==> config.mk <==
export PLATFORM = sky130hd
export DESIGN_NAME = ahb_irq_router_flat
export DESIGN_NICKNAME = d
export VERILOG_FILES = /design/src/rtl/ahb_irq_router_if.sv /design/src/rtl/ahb_irq_router.sv /design/src/flat_wrapper.sv
export SDC_FILE = /design/constraint.sdc
export NUM_CORES = 1
export LEC_CHECK = 0
export ABC_AREA = 1
export CAP_MARGIN = 20
export CORE_MARGIN = 5
export CORE_UTILIZATION = 35
export DETAILED_ROUTE_END_ITERATION = 7
export GPL_TIMING_DRIVEN = 0
export PLACE_DENSITY = 0.66
export SYNTH_ARGS = -nofsm -noshare
export SYNTH_HDL_FRONTEND = slang
export SYNTH_SLANG_ARGS = --single-unit
==> constraint.sdc <==
create_clock -name HCLK -period 4.9 [get_ports HCLK]
set_clock_uncertainty 0.2 [all_clocks]
set_input_delay 0.98 -clock HCLK [delete_from_list [all_inputs] [get_ports HCLK]]
set_output_delay 0.98 -clock HCLK [all_outputs]
set_load 0.005 [all_outputs]
==> src/rtl/ahb_irq_router_if.sv <==
// rtl/ahb_irq_router_if.sv - AHB-Lite slave bus bundle for the interrupt router
interface ahb_irq_router_if;
  logic        HSEL;
  logic [31:0] HADDR;
  logic [1:0]  HTRANS;
  logic        HWRITE;
  logic [2:0]  HSIZE;
  logic [31:0] HWDATA;
  logic        HREADY;
  logic [31:0] HRDATA;
  logic        HREADYOUT;
  logic        HRESP;

  modport slave (
    input  HSEL, HADDR, HTRANS, HWRITE, HSIZE, HWDATA, HREADY,
    output HRDATA, HREADYOUT, HRESP
  );

  modport master (
    output HSEL, HADDR, HTRANS, HWRITE, HSIZE, HWDATA, HREADY,
    input  HRDATA, HREADYOUT, HRESP
  );
endinterface

==> src/rtl/ahb_irq_router.sv <==
// rtl/ahb_irq_router.sv - interrupt synchroniser, level/edge pending latch and AHB-Lite register window
module ahb_irq_router #(
  parameter int          NUM_SRC      = 16,
  parameter int          SYNC_STAGES  = 2,
  parameter logic [15:0] RESET_ENABLE = 16'h0000
) (
  input  logic               HCLK,
  input  logic               HRESETn,
  ahb_irq_router_if.slave    ahb,
  input  logic [NUM_SRC-1:0] SRC_IRQ,
  output logic [15:0]        IRQ,
  output logic               EVENT
);

  logic [NUM_SRC-1:0] sync_q [SYNC_STAGES];
  logic [NUM_SRC-1:0] s, s_d;
  logic [NUM_SRC-1:0] enable_q, mode_q, pending_q, pending_n, mode_n;
  logic [NUM_SRC-1:0] irq_now, irq_d, wdata;
  logic               dp_valid, dp_write;
  logic [2:0]         dp_addr;
  logic               wr, wr_enable, wr_mode, wr_pend, wr_swset;
  logic [31:0]        rdata;
  logic               unused_ok;

  assign s = sync_q[SYNC_STAGES-1];

  always_ff @(posedge HCLK or negedge HRESETn) begin
    if (!HRESETn) begin
      for (int k = 0; k < SYNC_STAGES; k++) sync_q[k] <= '0;
      s_d <= '0;
    end else begin
      sync_q[0] <= SRC_IRQ;
      for (int k = 1; k < SYNC_STAGES; k++) sync_q[k] <= sync_q[k-1];
      s_d <= s;
    end
  end

  // Address phase is captured only while the bus advances.
  always_ff @(posedge HCLK or negedge HRESETn) begin
    if (!HRESETn) begin
      dp_valid <= 1'b0;
      dp_write <= 1'b0;
      dp_addr  <= 3'd0;
    end else if (ahb.HREADY) begin
      dp_valid <= ahb.HSEL & ahb.HTRANS[1];
      dp_write <= ahb.HWRITE;
      dp_addr  <= ahb.HADDR[4:2];
    end
  end

  assign wdata     = ahb.HWDATA[NUM_SRC-1:0];
  assign wr        = dp_valid & dp_write;
  assign wr_enable = wr && (dp_addr == 3'd0);
  assign wr_mode   = wr && (dp_addr == 3'd1);
  assign wr_pend   = wr && (dp_addr == 3'd2);
  assign wr_swset  = wr && (dp_addr == 3'd4);
  assign mode_n    = wr_mode ? wdata : mode_q;

  // Edge set beats a same-cycle write-1-to-clear.
  always_comb begin
    pending_n = pending_q;
    for (int i = 0; i < NUM_SRC; i++) begin
      if (!mode_q[i])
        pending_n[i] = mode_n[i] ? 1'b0 : s[i];
      else
        pending_n[i] = (s[i] & ~s_d[i]) | (wr_swset & wdata[i]) |
                       (pending_q[i] & ~(wr_pend & wdata[i]));
    end
  end

  assign irq_now = pending_q & enable_q;

  always_ff @(posedge HCLK or negedge HRESETn) begin
    if (!HRESETn) begin
      enable_q  <= RESET_ENABLE[NUM_SRC-1:0];
      mode_q    <= '0;
      pending_q <= '0;
      irq_d     <= '0;
      EVENT     <= 1'b0;
    end else begin
      if (wr_enable) enable_q <= wdata;
      mode_q    <= mode_n;
      pending_q <= pending_n;
      irq_d     <= irq_now;
      EVENT     <= |(irq_now & ~irq_d);
    end
  end

  always_comb begin
    IRQ = '0;
    IRQ[NUM_SRC-1:0] = irq_now;
  end

  always_comb begin
    rdata = '0;
    if (dp_valid && !dp_write) begin
      case (dp_addr)
        3'd0:    rdata[NUM_SRC-1:0] = enable_q;
        3'd1:    rdata[NUM_SRC-1:0] = mode_q;
        3'd2:    rdata[NUM_SRC-1:0] = pending_q;
        3'd3:    rdata[NUM_SRC-1:0] = s;
        default: rdata = '0;
      endcase
    end
  end

  assign ahb.HRDATA    = rdata;
  assign ahb.HREADYOUT = 1'b1;
  assign ahb.HRESP     = 1'b0;

  assign unused_ok = ^{ahb.HSIZE, ahb.HADDR[31:5], ahb.HADDR[1:0], ahb.HWDATA[31:NUM_SRC]};

endmodule
==> src/flat_wrapper.sv <==
// flat-port wrapper written by rule: the top's interface ports become plain ports
module ahb_irq_router_flat 
#(
  parameter int          NUM_SRC      = 16,
  parameter int          SYNC_STAGES  = 2,
  parameter logic [15:0] RESET_ENABLE = 16'h0000
)
  (HCLK, HRESETn, SRC_IRQ, IRQ, EVENT, ahb_HSEL, ahb_HADDR, ahb_HTRANS, ahb_HWRITE, ahb_HSIZE, ahb_HWDATA, ahb_HREADY, ahb_HRDATA, ahb_HREADYOUT, ahb_HRESP);
  ahb_irq_router_if ahb_i ();
  input  logic HCLK;
  input  logic HRESETn;
  input  logic [NUM_SRC-1:0] SRC_IRQ;
  output logic [15:0] IRQ;
  output logic EVENT;
  input wire logic [$bits(ahb_i.HSEL)-1:0] ahb_HSEL;
  input wire logic [$bits(ahb_i.HADDR)-1:0] ahb_HADDR;
  input wire logic [$bits(ahb_i.HTRANS)-1:0] ahb_HTRANS;
  input wire logic [$bits(ahb_i.HWRITE)-1:0] ahb_HWRITE;
  input wire logic [$bits(ahb_i.HSIZE)-1:0] ahb_HSIZE;
  input wire logic [$bits(ahb_i.HWDATA)-1:0] ahb_HWDATA;
  input wire logic [$bits(ahb_i.HREADY)-1:0] ahb_HREADY;
  output wire logic [$bits(ahb_i.HRDATA)-1:0] ahb_HRDATA;
  output wire logic [$bits(ahb_i.HREADYOUT)-1:0] ahb_HREADYOUT;
  output wire logic [$bits(ahb_i.HRESP)-1:0] ahb_HRESP;
  assign ahb_i.HSEL = ahb_HSEL;
  assign ahb_i.HADDR = ahb_HADDR;
  assign ahb_i.HTRANS = ahb_HTRANS;
  assign ahb_i.HWRITE = ahb_HWRITE;
  assign ahb_i.HSIZE = ahb_HSIZE;
  assign ahb_i.HWDATA = ahb_HWDATA;
  assign ahb_i.HREADY = ahb_HREADY;
  assign ahb_HRDATA = ahb_i.HRDATA;
  assign ahb_HREADYOUT = ahb_i.HREADYOUT;
  assign ahb_HRESP = ahb_i.HRESP;
  ahb_irq_router #(.NUM_SRC(NUM_SRC), .SYNC_STAGES(SYNC_STAGES), .RESET_ENABLE(RESET_ENABLE)) u_core (.HCLK(HCLK), .HRESETn(HRESETn), .ahb(ahb_i), .SRC_IRQ(SRC_IRQ), .IRQ(IRQ), .EVENT(EVENT));
endmodule
==> key figures <==
Min path
  – Min-delay worst type: flop to flop

Floorplanning
  – Initial Util: 0.359
  – Core area: 14600 um2
  – Die extent in y: 132 um
  – Die width: 132 um
  – Placement Rows: 44
  – # IOs: 141
  – Die area: 17600 um2

Worst setup path
  – Crit-path max FO: 10
  – Startpoint Class: flop
  – Critical-path top delay cell: clkdlybuf4s50_1
  – Worst Path Required: 3720 ps
  – CP top delay family: buffers and inverters
  – Crit-path max cell delay: 550 ps
  – CP Buf/Inv Count: 2
  – Critical Path AT: 2710 ps
  – CP Capture Type: output port
  – Cells along the critical path: nor3_2 -> clkbuf_1 -> nand2_1 -> nand2_1 -> nor2_1 -> nor2_1 -> clkdlybuf4s50_1
  – Critical path type: flop to output port

Clock tree
  – Post-CTS sizing: 0
  – CTS H-Tree Depth: 4
  – Sink Count: 118
  – Clock-pin slew on the worst setup and hold paths: 50 ps
  – Clk root buf: clkbuf_16
  – CTS Hold Bufs: 0
  – Total CTS buffers: 17
  – Setup repair bufs after CTS: 0
  – CTS tree: built
  – Maximum buffer depth of the clock tree: 2
  – Clock Latency Late Sink: 420 ps

Detailed routing
  – Final wirelength: 13.4 mm
  – WL/cell: 13.9 um
  – Via density: 4.46
  – Post-route ant nets: 0
  – Drt drc: 0
  – Initial DRC count: 405
  – Vias: 4317
  – DRT Pass-1 Iters: 6

Layout
  – Fill cells: 1437
  – Sequential cell area: 2950 um2
  – Nets: 862
  – Final Non-Filler Cells: 967
  – P&R area growth vs syn: 30.8%
  – Multi-input gate area: 1790 um2
  – Post-layout util: 0.469
  – Layout cells sized above 1: 0.0779
  – Diodes inserted: 0

Logic synthesis
  – Most frequent cell after synthesis: nand2_1
  – Post-synth top area cell: dfrtp_1
  – Async SR Flop Fraction: 1.00
  – Synthesized area: 5250 um2
  – Cells after synthesis: 664
  – Yosys warning total: 0
  – Post-synth top cells: nand2_1, dfrtp_1, inv_1
  – Average size of a mapped cell: 7.91 um2
  – Share of the synthesized area in the top cell type: 0.562
  – Top_reg_cell synth: dfrtp_1
  – Sequential share of the synthesized area: 0.562
  – Synth area leaders: dfrtp_1, nand2_1, inv_1, nand3_1, nor2_1
  – Unique masters post-synth: 17
  – #FFs+latches synth: 118
  – Number of synthesized flops with an enable pin: 0

Power
  – Int Pwr: 2.40 mW
  – Worst IR Drop VDD: 0.263 mV
  – Pwr dens: 496 nW/um2
  – NetSw: 1.01 mW
  – Static leakage: 3.54 nW
  – Clock group share of total power: 0.358
  – Switching Share: 0.296
  – Combinational power share: 0.240
  – Seq pwr share: 0.403

Outcome
  – Status: finished, final reports clean

Timing
  – Final setup violation count: 0
  – F_max: 257 MHz
  – Setup ws final: 1010 ps
  – Slew of the pin with the lowest slew margin: 919 ps
  – Crit path time final: 3890 ps
  – Slew headroom: 0.382
  – Final Hold Fails: 0
  – Pins Over Slew Limit: 0
  – Tcrit/Tclk final: 0.795
  – RSZ-0062 raised after global routing: no

Global routing
  – GRT overflow: 0
  – Largest net degree at the start of global routing: 73
  – All-Layer GR Usage: 0.160
  – First-pass GRT wire length: 21.9 mm
  – Initial antenna violation count: 0
  – Vias in the first global route: 4242

Placed design
  – Routability cong.: 0.841
  – Inst Count DP: 937
  – Worst slack, placed: 1440 ps
  – Port bufs: 72
  – DPL Wire Length: 9.23 mm

Flow run
  – Maxcap violations: 0
[worst register-to-register path, cell delays in order (launching register included)]
cell	delay, ps
dfrtp_1	380
inv_1	130
nand2_1	90
nor3_1	710
clkbuf_1	520
o21ai_0	170
[layout by cell type (no fill, tap or decap), drive strengths merged]
cell type and n:
nand4 3, inv 92, mux2 2, nand2 224
buf 31, nand3 67, or2 3, nand3b 1
nor2 76, clkinv 1, nor3 2, dfrtp 118
bufinv 2, clkdlybuf4s50 71, conb 18, o21ai 35
clkbuf 37
[registers in the layout, indices dropped and copies added (netlist names), 3 cells and up]
| signal | flops |
|---|---|
| u_core.s_d | 16 |
| u_core.enable_q | 16 |
| u_core.irq_d | 16 |
| u_core.sync_q | 16 |
| u_core.pending_q | 16 |
| u_core.s | 16 |
| u_core.mode_q | 16 |
| u_core.dp_addr | 3 |
[metrics by stage]
| step | TNS, ps | cell area, um2 | power, mW | hold slack [ps] |
|---|---|---|---|---|
| 6_report | 0 | 6870 | 3.41 | 144 |
| 3_5_place_dp | 0 | 6290 | 2.20 | 135 |
| 5_1_grt | 0 | 6870 | 3.63 | 161 |
| 4_1_cts | 0 | 6870 | 3.44 | 146 |
| 2_1_floorplan | 0 | 5310 | 1.83 | 131 |
| 3_3_place_gp | -243750 | 6260 | 2.18 | 133 |
[routing by layer]
| metal | global-route usage | share of wire | up-vias |
|---|---|---|---|
| met3 | 0.0433 | 0.066 | 32 |
| met2 | 0.252 | 0.47 | 143 |
| met5 | 0 | 0 | - |
| met4 | 0.0751 | 0.032 | 0 |
| met1 | 0.204 | 0.44 | 1949 |
| li1 | - | - | 2193 |
[cell type report]
type                    instances  area share
inverters                      92      0.0503
well taps                     184      0.0335
clock buffers                  27      0.0747
flip-flops and latches        118       0.430
plain buffers                  39      0.0330
multi-input cells             431       0.260
clock inverters                 3     0.00947
repair buffers                 73       0.109
[worst paths after layout]
kind / startpoint / to / slack [ps] / cells after the start
setup / recovery: u_core.dp_addr[0] / ahb_HRDATA[14] / 1010 / 7
setup reg to reg: u_core.dp_addr[2] / u_core.mode_q[8] / 2560 / 5
hold reg to reg: u_core.sync_q[26] / u_core.s[10] / 140 / 0
hold / removal: u_core.sync_q[26] / u_core.s[10] / 140 / 0
max in group asynchronous: HRESETn / u_core.s_d[15] / 3510 / 2
min in group asynchronous: HRESETn / u_core.sync_q[16] / 280 / 1
[power by group through the flow]
stage	sequential, mW	clock (mW)	combinational (mW)
finish	1.37	1.22	0.816
global placement	1.38	0	0.806
global route	1.40	1.29	0.943
floorplan	1.34	0	0.486
detailed placement	1.38	0	0.820
CTS	1.37	1.24	0.826
[cells by family after synthesis]
| family | Yosys count | synth area share |
|---|---|---|
| other | 2 | 0.00143 |
| AOI/OAI and AO/OA | 35 | 0.0334 |
| and+or+nand+nor | 376 | 0.290 |
| DFF | 118 | 0.562 |
| muxes | 2 | 0.00429 |
| buffers and inverters | 131 | 0.109 |
No activity file was read; power rests on OpenSTA's default activity.
